**config.mk**
```make
export PLATFORM = sky130hd
export DESIGN_NAME = sprite_compositor_flat
export DESIGN_NICKNAME = d
export VERILOG_FILES = /design/src/rtl/sprite_compositor_if.sv /design/src/rtl/sprite_compositor.sv /design/src/flat_wrapper.sv
export SDC_FILE = /design/constraint.sdc
export NUM_CORES = 1
export LEC_CHECK = 0
export ABC_AREA = 0
export ABC_CLOCK_PERIOD_IN_PS = 1800
export BUFFER_PORTS_ARGS = -buffer_cell sky130_fd_sc_hd__buf_2
export CORE_UTILIZATION = 44
export CTS_CLUSTER_DIAMETER = 60
export CTS_CLUSTER_SIZE = 12
export DETAILED_ROUTE_END_ITERATION = 10
export GPL_TIMING_DRIVEN = 0
export HOLD_SLACK_MARGIN = 0.1
export PLACE_DENSITY_LB_ADDON = 0.08
export SYNTH_ARGS = -nofsm -noshare
export SYNTH_HDL_FRONTEND = slang
export SYNTH_SLANG_ARGS = --single-unit
export TNS_END_PERCENT = 100
```
**constraint.sdc**
```tcl
create_clock -name i_clk -period 1.8 [get_ports i_clk]
set_input_delay 0.27 -clock i_clk [delete_from_list [all_inputs] [get_ports i_clk]]
set_output_delay 0.27 -clock i_clk [all_outputs]
set_load 0.03 [all_outputs]
```
**src/rtl/sprite_compositor_if.sv**
```systemverilog
// Pixel/sprite bus between the VGA timing block, the ship movers and the
// sprite compositor.
//   master : drives pixel stream (i_pix_stb, i_x, i_y, i_blank, i_animate),
//            sprite descriptors (i_spr_*), background colour (i_bg_col);
//            receives o_r/o_g/o_b, o_hit_mask, o_frame_stb.
//   slave  : the compositor side of the same signals.
// Colours are packed {R[2:0],G[2:0],B[1:0]}; sprite k occupies [k*CW +: CW]
// of each bound bus and [k*8 +: 8] of i_spr_col.
interface sprite_compositor_if #(
  parameter int unsigned N_SPR = 4,
  parameter int unsigned CW    = 12,
  parameter int unsigned XW    = 10,
  parameter int unsigned YW    = 9
);
  logic                  i_pix_stb;
  logic [XW-1:0]         i_x;
  logic [YW-1:0]         i_y;
  logic                  i_blank;
  logic                  i_animate;
  logic [N_SPR-1:0]      i_spr_en;
  logic [N_SPR*CW-1:0]   i_spr_x1;
  logic [N_SPR*CW-1:0]   i_spr_x2;
  logic [N_SPR*CW-1:0]   i_spr_y1;
  logic [N_SPR*CW-1:0]   i_spr_y2;
  logic [N_SPR*8-1:0]    i_spr_col;
  logic [7:0]            i_bg_col;
  logic [2:0]            o_r;
  logic [2:0]            o_g;
  logic [1:0]            o_b;
  logic [N_SPR-1:0]      o_hit_mask;
  logic                  o_frame_stb;

  modport master (
    output i_pix_stb, i_x, i_y, i_blank, i_animate,
    output i_spr_en, i_spr_x1, i_spr_x2, i_spr_y1, i_spr_y2, i_spr_col, i_bg_col,
    input  o_r, o_g, o_b, o_hit_mask, o_frame_stb
  );

  modport slave (
    input  i_pix_stb, i_x, i_y, i_blank, i_animate,
    input  i_spr_en, i_spr_x1, i_spr_x2, i_spr_y1, i_spr_y2, i_spr_col, i_bg_col,
    output o_r, o_g, o_b, o_hit_mask, o_frame_stb
  );
endinterface

```
**src/rtl/sprite_compositor.sv**
```systemverilog
// Composites N_SPR rectangular sprites over a background colour for the
// 640x480 VGA path, lowest sprite index on top. Two-stage pipeline advanced
// by the pixel strobe: stage 1 registers the per-sprite inside tests,
// stage 2 picks the colour and accumulates sprite-overlap flags, which are
// published once per frame on the animate pixel.
// Ports:
//   i_clk  : system clock
//   i_rst  : asynchronous active-low reset
//   bus    : sprite_compositor_if slave (pixel stream, sprite descriptors,
//            background colour in; RGB, hit mask, frame strobe out)
module sprite_compositor #(
  parameter int unsigned N_SPR = 4,
  parameter int unsigned CW    = 12,
  parameter int unsigned XW    = 10,
  parameter int unsigned YW    = 9
) (
  input  logic                 i_clk,
  input  logic                 i_rst,
  sprite_compositor_if.slave   bus
);

  logic [XW-1:0]        x_s;
  logic [YW-1:0]        y_s;
  logic [CW-1:0]        xe, ye;

  logic [N_SPR-1:0]     in_d, in_q;
  logic                 blank_q, anim_q;
  logic [N_SPR*8-1:0]   col_q;

  logic [7:0]           rgb_d, rgb_q;
  logic [N_SPR-1:0]     acc_d, acc_q;
  logic [N_SPR-1:0]     mask_d, mask_q;
  logic                 fstb_d, fstb_q;

  logic                 win_found;
  logic [7:0]           win_col;
  logic                 coll;
  logic [N_SPR-1:0]     contrib;

  assign x_s = bus.i_x;
  assign y_s = bus.i_y;
  assign xe  = CW'(x_s);
  assign ye  = CW'(y_s);

  // Stage 1: strict inside test; degenerate boxes (x1>=x2 or y1>=y2)
  // can never satisfy both strict comparisons, so need no special case.
  always_comb begin
    in_d = '0;
    for (int unsigned k = 0; k < N_SPR; k++) begin
      in_d[k] = bus.i_spr_en[k]
              & (xe > bus.i_spr_x1[k*CW +: CW]) & (xe < bus.i_spr_x2[k*CW +: CW])
              & (ye > bus.i_spr_y1[k*CW +: CW]) & (ye < bus.i_spr_y2[k*CW +: CW]);
    end
  end

  always_ff @(posedge i_clk or negedge i_rst) begin
    if (!i_rst) begin
      in_q    <= '0;
      blank_q <= 1'b0;
      anim_q  <= 1'b0;
      col_q   <= '0;
    end else if (bus.i_pix_stb) begin
      in_q    <= in_d;
      blank_q <= bus.i_blank;
      anim_q  <= bus.i_animate;
      col_q   <= bus.i_spr_col;
    end
  end

  // Stage 2: priority pick, lowest index wins.
  always_comb begin
    win_found = 1'b0;
    win_col   = '0;
    for (int unsigned k = 0; k < N_SPR; k++) begin
      if (in_q[k] && !win_found) begin
        win_found = 1'b1;
        win_col   = col_q[k*8 +: 8];
      end
    end
  end

  always_comb begin
    coll = 1'b0;
    if (N_SPR > 1) begin
      coll = ($countones(in_q) >= 2) && !blank_q;
    end
    contrib = coll ? in_q : '0;
  end

  // The animate pixel's own contribution goes into the mask being published,
  // so a collision on the frame-end pixel is reported in that same frame.
  always_comb begin
    rgb_d  = rgb_q;
    acc_d  = acc_q;
    mask_d = mask_q;
    fstb_d = 1'b0;
    if (bus.i_pix_stb) begin
      if (blank_q)        rgb_d = '0;
      else if (win_found) rgb_d = win_col;
      else                rgb_d = bus.i_bg_col;
      if (anim_q) begin
        mask_d = acc_q | contrib;
        acc_d  = '0;
        fstb_d = 1'b1;
      end else begin
        acc_d  = acc_q | contrib;
      end
    end
  end

  always_ff @(posedge i_clk or negedge i_rst) begin
    if (!i_rst) begin
      rgb_q  <= '0;
      acc_q  <= '0;
      mask_q <= '0;
      fstb_q <= 1'b0;
    end else begin
      rgb_q  <= rgb_d;
      acc_q  <= acc_d;
      mask_q <= mask_d;
      fstb_q <= fstb_d;
    end
  end

  assign bus.o_r         = rgb_q[7:5];
  assign bus.o_g         = rgb_q[4:2];
  assign bus.o_b         = rgb_q[1:0];
  assign bus.o_hit_mask  = mask_q;
  assign bus.o_frame_stb = fstb_q;

endmodule

```
**src/flat_wrapper.sv**
```systemverilog
// flat-port wrapper written by rule: the top's interface ports become plain ports
module sprite_compositor_flat 
#(
  parameter int unsigned N_SPR = 4,
  parameter int unsigned CW    = 12,
  parameter int unsigned XW    = 10,
  parameter int unsigned YW    = 9
)
  (i_clk, i_rst, bus_i_pix_stb, bus_i_x, bus_i_y, bus_i_blank, bus_i_animate, bus_i_spr_en, bus_i_spr_x1, bus_i_spr_x2, bus_i_spr_y1, bus_i_spr_y2, bus_i_spr_col, bus_i_bg_col, bus_o_r, bus_o_g, bus_o_b, bus_o_hit_mask, bus_o_frame_stb);
  sprite_compositor_if #(.N_SPR(N_SPR), .CW(CW), .XW(XW), .YW(YW)) bus_i ();
  input  logic i_clk;
  input  logic i_rst;
  input wire logic [$bits(bus_i.i_pix_stb)-1:0] bus_i_pix_stb;
  input wire logic [$bits(bus_i.i_x)-1:0] bus_i_x;
  input wire logic [$bits(bus_i.i_y)-1:0] bus_i_y;
  input wire logic [$bits(bus_i.i_blank)-1:0] bus_i_blank;
  input wire logic [$bits(bus_i.i_animate)-1:0] bus_i_animate;
  input wire logic [$bits(bus_i.i_spr_en)-1:0] bus_i_spr_en;
  input wire logic [$bits(bus_i.i_spr_x1)-1:0] bus_i_spr_x1;
  input wire logic [$bits(bus_i.i_spr_x2)-1:0] bus_i_spr_x2;
  input wire logic [$bits(bus_i.i_spr_y1)-1:0] bus_i_spr_y1;
  input wire logic [$bits(bus_i.i_spr_y2)-1:0] bus_i_spr_y2;
  input wire logic [$bits(bus_i.i_spr_col)-1:0] bus_i_spr_col;
  input wire logic [$bits(bus_i.i_bg_col)-1:0] bus_i_bg_col;
  output wire logic [$bits(bus_i.o_r)-1:0] bus_o_r;
  output wire logic [$bits(bus_i.o_g)-1:0] bus_o_g;
  output wire logic [$bits(bus_i.o_b)-1:0] bus_o_b;
  output wire logic [$bits(bus_i.o_hit_mask)-1:0] bus_o_hit_mask;
  output wire logic [$bits(bus_i.o_frame_stb)-1:0] bus_o_frame_stb;
  assign bus_i.i_pix_stb = bus_i_pix_stb;
  assign bus_i.i_x = bus_i_x;
  assign bus_i.i_y = bus_i_y;
  assign bus_i.i_blank = bus_i_blank;
  assign bus_i.i_animate = bus_i_animate;
  assign bus_i.i_spr_en = bus_i_spr_en;
  assign bus_i.i_spr_x1 = bus_i_spr_x1;
  assign bus_i.i_spr_x2 = bus_i_spr_x2;
  assign bus_i.i_spr_y1 = bus_i_spr_y1;
  assign bus_i.i_spr_y2 = bus_i_spr_y2;
  assign bus_i.i_spr_col = bus_i_spr_col;
  assign bus_i.i_bg_col = bus_i_bg_col;
  assign bus_o_r = bus_i.o_r;
  assign bus_o_g = bus_i.o_g;
  assign bus_o_b = bus_i.o_b;
  assign bus_o_hit_mask = bus_i.o_hit_mask;
  assign bus_o_frame_stb = bus_i.o_frame_stb;
  sprite_compositor #(.N_SPR(N_SPR), .CW(CW), .XW(XW), .YW(YW)) u_core (.i_clk(i_clk), .i_rst(i_rst), .bus(bus_i));
endmodule
```
==> results of run 1 <==
==> routing by layer <==
layer	wire [um]	track usage, %
met5	13	0
met4	348	6.72
met3	1560	5.84
met2	8720	44.9
met1	8210	34.5
==> per-stage QoR <==
| step | hold slack, ns | setup slack (ns) |
|---|---|---|
| finish | 0.198 | -0.128 |
| global route | 0.201 | -0.206 |
| CTS | 0.195 | -0.135 |
| detailed placement | 0.485 | -0.549 |
| global placement | 0.477 | -0.538 |
| floorplan | -0.0256 | -0.0447 |
==> Yosys cell counts (4+ instances only) <==
library cell  number  area, um^2
a2111oi_0          9        78.8
a211oi_1           7        52.6
a21boi_0           4        30.0
a21o_1            11        82.6
a21oi_1           62         310
a221oi_1           8        70.1
and2_1             4        25.0
clkbuf_1           7        26.3
dfrtp_1           55        1380
ha_1             148        1850
inv_1            143         537
mux2_2            42         473
nand2_1           31         116
nand3_1           15        75.1
nand4_1           14        87.6
nor2_1            44         165
nor2b_1            6        37.5
nor3_1            15        75.1
nor4_1             9        56.3
o211ai_1           7        52.6
o21ai_0           17        85.1
o22ai_1            8        50.1
==> path summary, 6_finish.rpt <==
check,slack (ns),cells past startpoint,to
max,-0.13,8,u_core.bus.o_hit_mask[0]$_DFFE_PN0P_
min,0.20,2,u_core.col_q[31]$_DFFE_PN0P_
max reg2reg,-0.13,8,u_core.bus.o_hit_mask[0]$_DFFE_PN0P_
min reg2reg,0.51,1,u_core.rgb_q[5]$_DFFE_PN0P_
max in group asynchronous,0.81,3,u_core.in_q[3]$_DFFE_PN0P_
min in group asynchronous,0.43,2,u_core.bus.o_hit_mask[0]$_DFFE_PN0P_
==> logic make-up after synthesis <==
logic type      share of synthesized area, %
fa+ha+maj                               30.9
compound gates                          17.1
simple gates                            11.9
buf+inv                                 9.56
flops                                   22.8
mux                                     7.82
==> power by group <==
group	total, mW	internal, mW	switching, mW	leakage (nW)
Sequential	1.42	1.35	0.0665	0.667
Combinational	1.44	0.689	0.748	3.87
Clock	1.02	0.557	0.460	0.0731
==> final cells by class <==
cell class	count	area, um^2	share of cell area, %
well taps	176	220	2.65
flip-flops and latches	55	1380	16.6
multi-input cells	497	4410	53.1
diodes	3	7.51	0.0904
inverters	144	547	6.58
repair buffers	288	1550	18.7
plain buffers	8	31.3	0.377
clock buffers	6	139	1.67
clock inverters	2	16.3	0.196
==> sequential cells by signal, indices dropped and copies added, names as in the netlist <==
register	cells
u_core.acc_q	4
u_core.in_q	4
u_core.col_q	32
u_core.bus.o_hit_mask	4
u_core.blank_q	1
u_core.bus.o_frame_stb	1
u_core.anim_q	1
u_core.rgb_q	8
==> what timing repair did <==
| action | 4_1_cts | 5_1_grt |
|---|---|---|
| setup buffers | 11 | 3 |
| pin swaps | 10 | 11 |
| resized for setup | 37 | 39 |
| hold buffers | 0 | 1 |
| hold endpoints to repair | 0 | 15 |
| endpoints found under the setup margin | 19 | 17 |
==> layout by cell type (no fill, tap or decap), types with 4 or more instances in the layout <==
cell | Yosys | routed
a2111oi_0 | 9 | 7
a211oi_1 | 7 | 5
a21boi_0 | 4 | 4
a21o_1 | 11 | 11
a21oi_1 | 62 | 56
a21oi_2 | 0 | 6
a221oi_1 | 8 | 7
buf_2 | 0 | 260
buf_4 | 0 | 16
buf_6 | 0 | 4
clkbuf_1 | 7 | 4
clkbuf_16 | 0 | 5
clkbuf_4 | 0 | 5
dfrtp_1 | 55 | 51
dfrtp_2 | 0 | 4
ha_1 | 148 | 138
ha_4 | 0 | 10
inv_1 | 143 | 140
mux2_2 | 42 | 41
nand2_1 | 31 | 28
nand3_1 | 15 | 14
nand4_1 | 14 | 14
nor2_1 | 44 | 41
nor2b_1 | 6 | 6
nor3_1 | 15 | 13
nor4_1 | 9 | 6
o211ai_1 | 7 | 7
o21ai_0 | 17 | 14
o22ai_1 | 8 | 7
==> worst reg2reg max path, delay by kind of cell, from the launching register on <==
kind | cells | cell delay (ns)
compound gates | 2 | 0.23
fa+ha+maj | 2 | 0.69
buf+inv | 1 | 0.07
flops | 1 | 0.43
simple gates | 3 | 0.38
==> impl_results.md, run 1 <==
* Worst-path fanout max at 4
* Cell area after layout at 8310 um^2
* Die width at ~120 um
* Register bit total from synthesis at 55
* Vias in the first global route at roughly 6,000
* 1st-pass router iterations at 4
* Worst slew margin at between 50% and 60%
* Post-route clock period utilization at 107%
* Hold Crit Class: primary input to flip-flop
* Library cells used by synthesis at 46
* Share of layout cells above drive strength 1 at about two fifths
* Leakage Power at 4.61 nW
* RD Place Congestion at roughly 0.86
* Failing checks: negative setup slack
* Fin cells at about 1,200
* CP required at between 1.5 and 2 ns
* CTS clock-pin slew for the worst setup and hold paths at around 0.07 ns
* Fmax at roughly 520 MHz
* Power after layout at between 3 and 4 mW
* Top FF cell, synth: dfrtp_1
* Async set-reset flop share out of synthesis at 100%
* Die area at 14,200 um^2
* CP cell instances: inv_2 -> ha_4 -> and2_4 -> fa_1 -> nor2_4 -> nor2_4 -> a21oi_2 -> a21oi_1
* Power Density at about 470 nW/um^2
* Clock Latency Late Sink at 0.30 ns
* Post-Syn Area at between 6000 and 7000 um^2
* Rows at 42
* TNS Setup at -0.850 ns
* Max incr delay on CP at 0.50 ns
* Vias at about 6,000
* Final Max Tran Viols at 0
* Fillcell total at approximately 1,200
* Cell count after synthesis at around 710
* Slowest CP cell: fa_1
* Crit path time final at roughly 1.9 ns
* Final core occ at approximately 62%
* Area Overhead vs Synth at 37.3%
* CTS max path bufs at 2
* Arr. time, crit path at between 2 and 2.5 ns
* Root Driver: clkbuf_16
* Crit end category: flip-flop
* Num CTS Buffers at 5
* CTS tree: built
* Io pins at between 200 and 300
* Core area at roughly 13,000 um^2
* Initial core utilization at a little under half
* Initial antenna violation count at 4
* Starting DRT DRC Count at slightly above 300
* Final setup fails at 9
* Max Cap Viol at 0
* Worst r2r src: u_core.in_q[1]$_DFFE_PN0P_
* EDFF count, synth at 0
* I/O Buffers at about 270
* Min-delay src: bus_i_spr_col[31]
* Most used cell, CP: nor2_4
* Avg Inst Size Synth at 8.57 um^2
* Final hold viol count at 0
* Worst-Margin Slew at 0.708 ns
* Status: finished with violations
* Clock sink count at 55
* Skew final at slightly below 0.005 ns
* HPWL after DPL at between 15,000 and 20,000 um
* Antenna-violating nets left at 0
* H-tree depth at 2
* Placed cells at approximately 1,200
* Die height at around 120 um
* Buffers & Inverters on Critical Path at 1
* Via density at a little over 5
* RSZ-0062 raised after global routing: yes
* Crit start category: flip-flop
* Yosys Warn Count at 0
* Wire per inst at between 15 and 20 um
* Tot GR Track Use at a little over a quarter
* First-pass GRT wire length at 29,800 um
* Total congestion overflow at 0
* Residual DRC at 0
* WL final at ~19,000 um
* Cell Area, Placed at between 7000 and 8000 um^2
* Largest net degree at the start of global routing at 56
* Worst setup margin at -0.128 ns
* Worst vdd ir at between 0.3 and 0.4 mV
* Beginning of the critical path: u_core.in_q[1]$_DFFE_PN0P_
* Final layout net count at 1,408
* Syn Nets at approximately 1,100
* CP delay by family, top: adder cells
* Seq/Total Area, Yosys at around 23%
* Critical Setup Path Class: flip-flop to flip-flop
No activity file was read; power rests on OpenSTA's default activity.
==> inputs of run 2 (changes only) <==
--- a/config.mk
+++ b/config.mk
@@ -6,8 +6,9 @@
 export NUM_CORES = 1
 export LEC_CHECK = 0
 export ABC_AREA = 0
-export ABC_CLOCK_PERIOD_IN_PS = 1800
+export ABC_CLOCK_PERIOD_IN_PS = 2480
 export BUFFER_PORTS_ARGS = -buffer_cell sky130_fd_sc_hd__buf_2
+export CORE_MARGIN = 8
 export CORE_UTILIZATION = 44
 export CTS_CLUSTER_DIAMETER = 60
 export CTS_CLUSTER_SIZE = 12
@@ -15,6 +16,7 @@
 export GPL_TIMING_DRIVEN = 0
 export HOLD_SLACK_MARGIN = 0.1
 export PLACE_DENSITY_LB_ADDON = 0.08
+export SLEW_MARGIN = 20
 export SYNTH_ARGS = -nofsm -noshare
 export SYNTH_HDL_FRONTEND = slang
 export SYNTH_SLANG_ARGS = --single-unit
==> constraint.sdc (replaced) <==
create_clock -name i_clk -period 2.48 [get_ports i_clk]
set_input_delay 0.372 -clock i_clk [delete_from_list [all_inputs] [get_ports i_clk]]
set_output_delay 0.372 -clock i_clk [all_outputs]
set_load 0.03 [all_outputs]
==> run 2 against run 1 <==
Net effect:
- the flow now finishes without violations
- core utilization shrank 5.0 points
- global-route usage shrank 4.3 points
- cell count shrank 1.0%
- largest cell class unchanged
- via count shrank 3.1%
- highest routed layer unchanged
- hold slack lost 0.078 ns
- setup slack gained 0.40 ns
- first-iteration DRC count shrank 22%
- non-clock buffer count shrank 14
- register-to-register slack gained 0.40 ns
- critical path type unchanged
- clock skew grew 0.0032 ns
- power shrank 27%
- routed wire length grew 6.4%
==> impl_results.md, run 2 (synthesis results as in run 1) <==
* Fmax at 453 MHz (-13%)
* HPWL after DPL at 17,500 um (+14%)
* Critical Setup Path Class: flip-flop to flip-flop
* Clock Latency Late Sink at 0.29 ns (about the same)
* Wire per inst at 17.2 um (+7.5%)
* R2R Setup Slk at 0.27 ns (+0.40 ns)
* Largest registers: u_core.col_q (32), u_core.rgb_q (8)
* 1st-pass router iterations at 5 (+1)
* RSZ-0062 raised after global routing: no
* Via density at 5.08 (-2.1%)
* Final hold viol count at 0 (unchanged)
* Worst setup margin at 0.274 ns (+0.402 ns)
* Final core occ at 57.2% (-5.0 points)
* Reg-to-Reg End: u_core.rgb_q[4]$_DFFE_PN0P_
* Arr. time, crit path at 2.39 ns (+0.29 ns)
* Vias at 5,929 (-3.1%)
* CTS clock-pin slew for the worst setup and hold paths at 0.08 ns (about the same)
* Worst r2r src: u_core.in_q[0]$_DFFE_PN0P_
* Io pins at 273 (unchanged)
* Worst slew margin at 53.0% (+0.18 points)
* Largest net degree at the start of global routing at 56 (unchanged)
* First-pass GRT wire length at 32,200 um (+7.8%)
* Clock sink count at 55 (unchanged)
* Setup bufs post-CTS at 0 (-11)
* Die height at 133 um (+12%)
* Reg with most FFs: u_core.col_q
* Total congestion overflow at 0 (unchanged)
* RD Place Congestion at 0.840 (-2.2%)
* Core area at 13,700 um^2 (+2.4%)
* CTS tree: built
* H-tree depth at 2 (unchanged)
* Root Driver: clkbuf_16
* Share of layout cells above drive strength 1 at 33.0% (-5.6 points)
* Most frequent cells in the layout: buf_2 (271), ha_1 (148), inv_1 (143), a21oi_1 (62), dfrtp_1 (55)
* Crit start category: flip-flop
* Crit path time final at 2.21 ns (+0.278 ns)
* Die width at 133 um (+12%)
* Reg2reg path depth at 7 (-1)
* WL final at 20,100 um (+6.4%)
* Num CTS Buffers at 5 (unchanged)
* TNS Setup at 0 ns (+0.850 ns)
* Number of flip-flops in the largest register at 32 (unchanged)
* Hold Crit Class: primary input to async pin
* I/O Buffers at 272 (unchanged)
* CTS max path bufs at 2 (unchanged)
* Footprint of the multi-input gates at 4100 um^2 (-7.1%)
* Starting DRT DRC Count at 241 (-22%)
* Final setup fails at 0 (-9)
* Initial antenna violation count at 2 (-2)
* Status: complete, no violations
* Power Density at 362 nW/um^2 (-22%)
* Final Max Tran Viols at 0 (unchanged)
* Beginning of the critical path: u_core.in_q[0]$_DFFE_PN0P_
* Tot GR Track Use at 22.4% (-4.3 points)
* Final layout net count at 1,394 (-0.99%)
* Residual DRC at 0 (unchanged)
* Rows at 43 (+2.4%)
* CP required at 2.66 ns (+0.69 ns)
* Worst-path fanout max at 10 (+6)
* Vias in the first global route at 6,153 (+0.75%)
* Pre-CTS WS at 0.181 ns (+0.730 ns)
* Placed cells at 1,158 (+0.35%)
* Skew final at 0.00804 ns (+0.00315 ns)
* Antenna-violating nets left at 0 (unchanged)
* Sequential Area at 1380 um^2 (-0.36%)
* Worst-Margin Slew at 0.706 ns (-0.00273 ns)
* Max Cap Viol at 0 (unchanged)
* Commonest non-fill, non-tap cell in the layout: buf_2
* Area Overhead vs Synth at 29.2%
* Fillcell total at 1,334 (+7.3%)
* Post-route clock period utilization at 88.9% (-18 points)
* Fin cells at 1,167 (-1.0%)
* Cell area after layout at 7810 um^2 (-5.9%)
* Crit end category: flip-flop
* Cell Area, Placed at 7640 um^2 (about the same)
* Die area at 17,800 um^2 (+25%)
* Worst vdd ir at 0.337 mV (-4.8%)
* Leakage Power at 4.49 nW (-2.6%)
* Initial core utilization at 44.3% (-1.1 points)
## run 2: metrics by stage
step,power (mW),hold WS [ns]
after detailed placement,2.04,0.473
after global routing,3.03,0.170
after CTS,2.85,0.154
after global placement,2.02,0.477
after floorplan,1.59,0.0764
final,2.83,0.120
## run 2: final cells by class
type	instances	area share [%]
multi-input cells	497	52.4
flip-flops and latches	55	17.6
repair buffers	272	17.5
inverters	144	6.92
well taps	180	2.88
clock buffers	5	1.60
clock inverters	3	0.592
plain buffers	10	0.480
diodes	1	0.0320
## run 2: where the power goes
part           total, mW  internal [mW]  switching (mW)
Sequential          1.02          0.980          0.0418
Clock              0.815          0.481           0.335
Combinational      0.989          0.464           0.524
## run 2: what timing repair did
item                                    in CTS  in global routing
endpoints found under the hold margin        0                  0
resized for setup                            0                  1
hold buffers                                 0                  0
endpoints found under the setup margin       0                  1
## run 2: layer usage
metal	GRT usage, %	routed length [um]	vias to the layer above	part of all wire (%)
met1	28.7	9150	2645	46
li1	-	-	3075	-
met3	5.23	1370	15	6.8
met4	3.37	194	2	0.97
met5	0	13	-	0.065
met2	38.0	9330	192	46
## run 2: critical path, cell delays in order (launching register included)
cell       delay, ns
dfrtp_1         0.44
inv_1           0.16
ha_1            0.16
clkbuf_1        0.39
nor2_2          0.17
a221oi_1        0.36
a2111oi_0       0.12
mux2_2          0.30
## run 2: worst max-delay path by stage
stage	end	depth (start not counted)
after global placement	u_core.in_q[1]$_DFFE_PN0P_	8
after CTS	u_core.rgb_q[4]$_DFFE_PN0P_	7
final	u_core.rgb_q[4]$_DFFE_PN0P_	7
after detailed placement	u_core.in_q[1]$_DFFE_PN0P_	8
after global routing	u_core.rgb_q[5]$_DFFE_PN0P_	7
after floorplan	u_core.in_q[0]$_DFFE_PN0P_	8
==> inputs of run 3 (changes only) <==
--- a/config.mk
+++ b/config.mk
@@ -9,7 +9,7 @@
 export ABC_CLOCK_PERIOD_IN_PS = 2480
 export BUFFER_PORTS_ARGS = -buffer_cell sky130_fd_sc_hd__buf_2
 export CORE_MARGIN = 8
-export CORE_UTILIZATION = 44
+export CORE_UTILIZATION = 45
 export CTS_CLUSTER_DIAMETER = 60
 export CTS_CLUSTER_SIZE = 12
 export DETAILED_ROUTE_END_ITERATION = 10
==> run 3 against run 2 <==
Net effect:
- sequential power about the same
- first-iteration DRC count grew 7.9%
- power up 1.1%
- non-clock buffer count unchanged
- global-route usage increased by 0.37 points
- clock power up 3.4%
- via count grew 0.62%
- core utilization increased by 2.1 points
- cell count is 0.26% lower
- clock skew barely moved
- sequential share of layout area about the same
- fmax rose by 0.31%
==> impl_results.md, run 3 (synthesis results as in run 1) <==
* I/O Buffers at 272 (unchanged)
* Area Overhead vs Synth at 29.2% (about the same)
* Vias in the first global route at 6,238 (+1.4%)
* H-tree depth at 2 (unchanged)
* Total congestion overflow at 0 (unchanged)
* First-pass GRT wire length at 32,100 um (about the same)
* Post-CTS sizing at 0 (unchanged)
* Fmax at 455 MHz (+0.31%)
* Die area at 17,400 um^2 (-2.0%)
* 1st-pass router iterations at 4 (-1)
* Clock sink count at 55 (unchanged)
* Crit path time final at 2.20 ns (-0.00673 ns)
* Post-route clock period utilization at 88.7% (-0.27 points)
* Initial antenna violation count at 2 (unchanged)
* HPWL after DPL at 17,300 um (-1.1%)
* CTS tree: built
* Pre-CTS WS at 0.103 ns (-0.0780 ns)
* Most frequent cells in the layout: buf_2 (271), ha_1 (148), inv_1 (143), a21oi_1 (62), dfrtp_1 (55)
* Hold Crit Class: primary input to async pin
* Power Density at 366 nW/um^2 (+1.1%)
* Worst setup margin at 0.281 ns (+0.00673 ns)
* Final layout net count at 1,394 (unchanged)
* Crit end category: flip-flop
* Wire per inst at 17.3 um (+0.44%)
* Core area at 13,200 um^2 (-3.5%)
* Setup bufs post-CTS at 0 (unchanged)
* CP required at 2.72 ns (+0.06 ns)
* Placed cells at 1,154 (-0.35%)
* Commonest non-fill, non-tap cell in the layout: buf_2
* Antenna-violating nets left at 0 (unchanged)
* Worst r2r src: u_core.in_q[0]$_DFFE_PN0P_
* Buffers & Inverters on Critical Path at 2 (unchanged)
* Slowest CP cell: nor2_1
* TNS Setup at 0 ns (unchanged)
* Final Max Tran Viols at 0 (unchanged)
* Worst-path fanout max at 10 (unchanged)
* Die width at 132 um (-0.98%)
* Io pins at 273 (unchanged)
* Worst slew margin at 52.9% (-0.076 points)
* Final core occ at 59.2% (+2.1 points)
* Via density at 5.13 (+0.88%)
* CTS max path bufs at 2 (unchanged)
* Crit start category: flip-flop
* Number of flip-flops in the largest register at 32 (unchanged)
* RSZ-0062 raised after global routing: no
* R2R Setup Slk at 0.28 ns (about the same)
* Max Cap Viol at 0 (unchanged)
* Critical Setup Path Class: flip-flop to flip-flop
* Final hold viol count at 0 (unchanged)
* Die height at 132 um (-0.98%)
* Reg with most FFs: u_core.col_q
* Leakage Power at 4.50 nW (+0.17%)
* Starting DRT DRC Count at 260 (+7.9%)
* Reg-to-Reg End: u_core.rgb_q[7]$_DFFE_PN0P_
* Root Driver: clkbuf_16
* Worst-Margin Slew at 0.707 ns (+0.00114 ns)
* Hold Slack at 0.0969 ns (-0.0231 ns)
* Cts hold-fix bufs at 0 (unchanged)
* Tot GR Track Use at 22.8% (+0.37 points)
* Reg2reg path depth at 7 (unchanged)
* Rows at 42 (-2.3%)
* CP delay by family, top: compound AO/OA/AOI/OAI gates
* Share of layout cells above drive strength 1 at 32.9% (-0.10 points)
* Largest registers: u_core.col_q (32), u_core.rgb_q (8)
* CTS clock-pin slew for the worst setup and hold paths at 0.08 ns (about the same)
* Worst vdd ir at 0.341 mV (+1.2%)
* Max incr delay on CP at 0.45 ns (about the same)
* Residual DRC at 0 (unchanged)
* WL final at 20,100 um (+0.18%)
* Initial core utilization at 45.9% (+1.6 points)
* Final setup fails at 0 (unchanged)
* CP cell instances: inv_1 -> ha_1 -> clkbuf_1 -> nor2_1 -> a221oi_1 -> a2111oi_0 -> mux2_2
* Clock Latency Late Sink at 0.30 ns (about the same)
* Largest net degree at the start of global routing at 56 (unchanged)
* Num CTS Buffers at 5 (unchanged)
* Fin cells at 1,164 (-0.26%)
* Vias at 5,966 (+0.62%)
* Arr. time, crit path at 2.43 ns (+0.04 ns)
* Skew final at 0.00797 ns (-0.0000733 ns)
* RD Place Congestion at 0.840 (about the same)
* Status: complete, no violations
==> run 3: where the power goes <==
part           internal (mW)  total [mW]  switching, mW
combinational          0.465       0.991          0.527
clock                  0.509       0.843          0.334
sequential             0.981        1.02         0.0441
total                   1.95        2.86          0.905
==> run 3: worst reg2reg max path: stages, from the launching register on <==
cell	delay, ns
dfrtp_1	0.44
inv_1	0.12
ha_1	0.20
clkbuf_1	0.22
nor2_1	0.45
a221oi_1	0.15
a2111oi_0	0.34
mux2_2	0.23
==> run 3: final cells by class <==
type	instances	area [um^2]
sequential	55	1380
fill	1294	5380
clock buffer	6	139
clock inverter	2	38.8
inverter	144	541
timing repair buffer	272	1360
buffer	10	37.5
antenna	2	5.00
multi-input combinational	497	4090
tap	176	220
==> run 3: worst max path at each step <==
| stage | startpoint | endpoint | slack [ns] | depth (start not counted) |
|---|---|---|---|---|
| 3_3_place_gp | bus_i_x[2] | u_core.in_q[1]$_DFFE_PN0P_ | 0.13 | 8 |
| 2_1_floorplan | bus_i_spr_x1[6] | u_core.in_q[0]$_DFFE_PN0P_ | 0.53 | 8 |
| 6_report | u_core.in_q[0]$_DFFE_PN0P_ | u_core.rgb_q[7]$_DFFE_PN0P_ | 0.28 | 7 |
| 5_1_grt | u_core.in_q[0]$_DFFE_PN0P_ | u_core.rgb_q[7]$_DFFE_PN0P_ | 0.006 | 7 |
| 3_5_place_dp | bus_i_x[2] | u_core.in_q[1]$_DFFE_PN0P_ | 0.10 | 8 |
| 4_1_cts | u_core.in_q[0]$_DFFE_PN0P_ | u_core.rgb_q[7]$_DFFE_PN0P_ | 0.25 | 7 |
==> run 3: routing by layer <==
| metal | track usage (%) | vias up | wire length, um |
|---|---|---|---|
| met3 | 5.83 | 14 | 1480 |
| met1 | 28.6 | 2681 | 8910 |
| met2 | 38.6 | 190 | 9490 |
| li1 | - | 3081 | - |
| met4 | 4.15 | 0 | 217 |
| met5 | 0 | - | 0 |
==> run 3: per-stage QoR <==
stage | total power [mW] | instance area [um^2]
global route | 3.06 | 7820
floorplan | 1.59 | 6050
detailed placement | 2.04 | 7630
CTS | 2.87 | 7810
global placement | 2.02 | 7630
finish | 2.86 | 7820
